--- src/rtl/edge_pulse_gen.sv ---
// edge_pulse_gen -- per-channel edge detector with stretched output pulses.
//
// Each channel synchronises its level input, detects rising and/or falling
// edges as selected by its mode bits, and stretches every detected edge into
// a pulse of PULSE_LEN clk cycles. An edge that arrives while a pulse is still
// running reloads the length, so the pulse is extended without a low gap.
//
// Parameters
//   CHANNELS    (1..32)  number of independent channels
//   SYNC_STAGES (0..3)   synchroniser flops ahead of edge detection
//   PULSE_LEN   (1..255) pulse length in clk cycles
//
// Ports
//   clk        clock; all state updates on its rising edge
//   reset      asynchronous, active-high reset
//   ref_level  [CHANNELS]   per-channel level inputs, may be asynchronous.
//              Named ref_level because "ref" is a SystemVerilog keyword.
//   mode       [2*CHANNELS] bits [2i+1:2i] for channel i:
//              00 off, 01 rising, 10 falling, 11 both
//   pulse      [CHANNELS]   per-channel pulse, high while the channel counter
//                           is nonzero
//   any_pulse  OR of all pulse bits
//
// Optional feature (macro EDGE_PULSE_OVERRUN_EN):
//   ovr_clr    clears all overrun flags the cycle after it is sampled high
//   overrun    [CHANNELS] sticky flag, set when an edge retriggers a running
//              pulse; a set in the same cycle as a clear wins
module edge_pulse_gen #(
  parameter int CHANNELS    = 4,
  parameter int SYNC_STAGES = 2,
  parameter int PULSE_LEN   = 1
) (
  input  logic                  clk,
  input  logic                  reset,
  input  logic [CHANNELS-1:0]   ref_level,
  input  logic [2*CHANNELS-1:0] mode,
`ifdef EDGE_PULSE_OVERRUN_EN
  input  logic                  ovr_clr,
  output logic [CHANNELS-1:0]   overrun,
`endif
  output logic [CHANNELS-1:0]   pulse,
  output logic                  any_pulse
);

  localparam int               CNT_W    = $clog2(PULSE_LEN + 1);
  localparam logic [CNT_W-1:0] LOAD_VAL = CNT_W'(PULSE_LEN);
  localparam logic [CNT_W-1:0] CNT_ONE  = CNT_W'(1);
  localparam logic [CNT_W-1:0] CNT_ZERO = CNT_W'(0);

  for (genvar i = 0; i < CHANNELS; i++) begin : g_ch
    logic             s_s;
    logic             prev_r;
    logic             rise_s;
    logic             fall_s;
    logic             detect_s;
    logic [CNT_W-1:0] cnt_r;
    logic [CNT_W-1:0] cnt_next_s;

    if (SYNC_STAGES == 0) begin : g_nosync
      // Without synchroniser the input feeds edge detection directly.
      assign s_s = ref_level[i];
    end else begin : g_sync
      logic [SYNC_STAGES-1:0] sync_r;

      // Synchroniser shift chain; bit 0 samples the raw input.
      always_ff @(posedge clk or posedge reset) begin
        if (reset) begin
          sync_r <= '0;
        end else begin
          sync_r[0] <= ref_level[i];
          for (int j = 1; j < SYNC_STAGES; j++) begin
            sync_r[j] <= sync_r[j-1];
          end
        end
      end

      assign s_s = sync_r[SYNC_STAGES-1];
    end

    // Edge detection, mode selection and counter next-state.
    always_comb begin
      rise_s     = 1'b0;
      fall_s     = 1'b0;
      detect_s   = 1'b0;
      cnt_next_s = cnt_r;
      rise_s     = s_s & ~prev_r;
      fall_s     = ~s_s & prev_r;
      case (mode[2*i +: 2])
        2'b01:   detect_s = rise_s;
        2'b10:   detect_s = fall_s;
        2'b11:   detect_s = rise_s | fall_s;
        default: detect_s = 1'b0;
      endcase
      // A detection always reloads, which is what extends a running pulse.
      if (detect_s) begin
        cnt_next_s = LOAD_VAL;
      end else if (cnt_r != CNT_ZERO) begin
        cnt_next_s = cnt_r - CNT_ONE;
      end else begin
        cnt_next_s = CNT_ZERO;
      end
    end

    // History flop and pulse counter. prev resets to 0 so a level that is
    // already high when reset releases is seen as a rising edge.
    always_ff @(posedge clk or posedge reset) begin
      if (reset) begin
        prev_r <= 1'b0;
        cnt_r  <= CNT_ZERO;
      end else begin
        prev_r <= s_s;
        cnt_r  <= cnt_next_s;
      end
    end

    assign pulse[i] = (cnt_r != CNT_ZERO);

`ifdef EDGE_PULSE_OVERRUN_EN
    logic ovr_r;
    logic retrig_s;

    assign retrig_s = detect_s & (cnt_r != CNT_ZERO);

    // Sticky overrun flag; a retrigger in the clearing cycle keeps it set.
    always_ff @(posedge clk or posedge reset) begin
      if (reset) begin
        ovr_r <= 1'b0;
      end else if (retrig_s) begin
        ovr_r <= 1'b1;
      end else if (ovr_clr) begin
        ovr_r <= 1'b0;
      end else begin
        ovr_r <= ovr_r;
      end
    end

    assign overrun[i] = ovr_r;
`endif
  end

  assign any_pulse = |pulse;

endmodule

--- config.mk ---
export PLATFORM = sky130hd
export DESIGN_NAME = edge_pulse_gen
export DESIGN_NICKNAME = d
export VERILOG_FILES = /design/src/rtl/edge_pulse_gen.sv
export SDC_FILE = /design/constraint.sdc
export NUM_CORES = 1
export LEC_CHECK = 0
export ABC_AREA = 1
export CAP_MARGIN = 25
export CORE_MARGIN = 1
export CORE_UTILIZATION = 35
export CTS_CLUSTER_SIZE = 25
export DETAILED_ROUTE_END_ITERATION = 8
export SYNTH_ARGS = -nofsm -noshare
export SYNTH_HDL_FRONTEND = slang
export SYNTH_SLANG_ARGS = --single-unit
--- constraint.sdc ---
create_clock -name clk -period 1.41 [get_ports clk]
set_input_delay 0.282 -clock clk [delete_from_list [all_inputs] [get_ports clk]]
set_output_delay 0.282 -clock clk [all_outputs]
set_load 0.02 [all_outputs]
==> reports/summary.txt <==
Synthesized flop and latch total: 16
PortBufs: 18
Initial antenna violation count: 0
Maxcap violations: 0
Arr. time, crit path: 980 ps
Row count: 15
CTS clock-pin slew for the worst setup and hold paths: 80 ps
Post-synth top area cell: dfrtp_1
Routability congestion estimate: 0.6129
Syn_area_per_cell: 10.30 sq um
Vias in the first global route: 436
Via count: 476
Largest net degree at the start of global routing: 17
RSZ-0062 raised after global routing: no
Vias per inst: 4.288
R2r endpoint: g_ch[2].cnt_r
Cells after DPL: 108
Most frequent cells in the layout: inv_1 (21), nand3_1 (16), dfrtp_1 (16)
Die footprint: 2185 sq um
Die span in y: 46.74 microns
Antenna viol nets, final: 0
Cell variety after synth: 7
Slew @ Worst Pin: 216.3 ps
Core ar.: 1802 sq um
# fillers: 174
Pwr dens: 948.6 nW/um^2
Slowest cell on crit path: dfrtp_1
CP bufs+invs: 1
Nets: 110
Diode count: 0
CTS H-Tree Depth: 1
Reg2reg start: g_ch[2].g_sync.sync_r[1]
Total Wirelength: 922 microns
First-pass GRT wire length: 1.635 mm
CTS Buf Count: 3
Clock skew: 2.777 ps
HPWL Detailed: 755.9 microns
TritonCTS sink count: 16
Number of remaining DRC errors: 0
Reg2reg setup slack: 420 ps
CTS resizes: 6
Data required time of the worst path: 1130 ps
Sequential share of the synthesized area: 57.14%
Post-Layout Cell Count: 111
Count of pins over their slew limit: 0
Ranking of synthesized cells by area: dfrtp_1 (57%), ha_1 (14%), nand3_1 (11%)
Max Clock Freq: 0.7911 GHz
Slowest stage delay, CP: 380 ps
Post-CTS Repair Setup Buffers: 0
Cells on worst reg2reg path: 4
Max Root-Sink Buffers: 2
GRT overflow: 0
TNS Setup: 0 ps
Clk_lat worst skew: 280 ps
Gate Count Post-Synth: 68
Synthesis-to-layout area growth: 28.75%
Min Clock Period, post-route: 1264 ps
Starting Density: 38.89%
Top cell type's share of synthesized area: 57.14%
Iter 0 DRT Violations: 3
Total Routing Usage GR: 11.23%
CP max FO: 2
Setup CP Type: reg -> out
Hold_buf cts: 0
Fin crit share: 89.65%
Die span in x: 46.74 microns
Most common cell after layout, fill and taps aside: inv_1
TritonCTS clock tree: done
Synth Warn #: 0
Hold crit path type: in -> async
Worst Setup Start Kind: register
Kind of cell adding the most delay to the critical path: flip-flops
Synth Cell Area: 700.7 sq um
Outcome: finished clean
Final setup fails: 0
Share of cells above drive strength 1: 5.814%
# IOs: 19
Critical path endpoint category: output port
Critical path, cell by cell: dlygate4sd2_1
CTS root buffer: clkbuf_4
Wire length per cell: 8.306 microns
Final hold violations: 0
Static Leak: 0.5042 nW
Peak VDD IR: 0.4930 mV
Syn_nets: 90
Max_slew headroom: 85.63%
Pre-Repair DR Iteration Count: 2
[per-stage QoR]
stage / util [%] / setup WS, ps / total power, mW / hold slack [ps] / area (sq um)
2_1_floorplan: - / 512.9 / 0.5839 / 195.7 / 700.7
3_3_place_gp: 49.38 / 100.1 / 0.6496 / 332.3 / 889.6
3_5_place_dp: 49.38 / 87.16 / 0.6554 / 336.5 / 889.6
4_1_cts: 50.35 / 18.40 / 0.8778 / 289.8 / 907.1
5_1_grt: 50.07 / 101.6 / 0.9123 / 334.7 / 902.1
6_report: 50.07 / 145.9 / 0.8558 / 291.1 / 902.1
[where the power goes]
group / switching [mW] / internal, mW / leakage, nW
Sequential: 0.0126 / 0.486 / 0.192
Clock: 0.126 / 0.0990 / 0.0138
Combinational: 0.0658 / 0.0663 / 0.299
Total: 0.205 / 0.651 / 0.504
[worst max path at each step]
| stage | startpoint | to | slack [ps] | cells past startpoint |
|---|---|---|---|---|
| floorplan | g_ch[0].g_sync.sync_r[1] | g_ch[0].cnt_r | 510 | 4 |
| global placement | g_ch[3].cnt_r | any_pulse | 100 | 3 |
| detailed placement | g_ch[1].cnt_r | any_pulse | 90 | 3 |
| CTS | g_ch[1].cnt_r | any_pulse | 20 | 3 |
| global route | g_ch[1].cnt_r | pulse[1] | 100 | 1 |
| finish | g_ch[1].cnt_r | pulse[1] | 150 | 1 |
[layout make-up]
type | instances | area, sq um | share of cell area, %
multi-input combinational | 27 | 191.4 | 21.22
sequential | 16 | 400.4 | 44.38
tap | 25 | 31.28 | 3.467
inverter | 21 | 78.83 | 8.738
clock buffer | 3 | 22.52 | 2.497
timing repair buffer | 19 | 177.7 | 19.69
[flip-flops by register name, indices dropped and copies added (netlist names)]
name,cells
g_ch.g_sync.sync_r,8
g_ch.cnt_r,4
g_ch.prev_r,4
[cells in the mapped netlist]
library cell	n
dfrtp_1	16
nor2_1	2
ha_1	8
buf_4	4
nand2_1	1
nand3_1	16
inv_1	21
[cell families (layout without fill, tap and decap cells)]
family / Yosys count / count (layout) / share of synthesized area, %
buffers and inverters: 25 / 43 / 15.54
and+or+nand+nor: 19 / 19 / 13.04
DFF: 16 / 16 / 57.14
adders and majority gates: 8 / 8 / 14.29
[metal layers]
metal	track usage [%]	part of all wire [%]
met5	0	0
met4	10.29	3.6
met3	2.308	6.5
met2	20.00	51
met1	10.67	39
(Power assumes the default switching activity.)
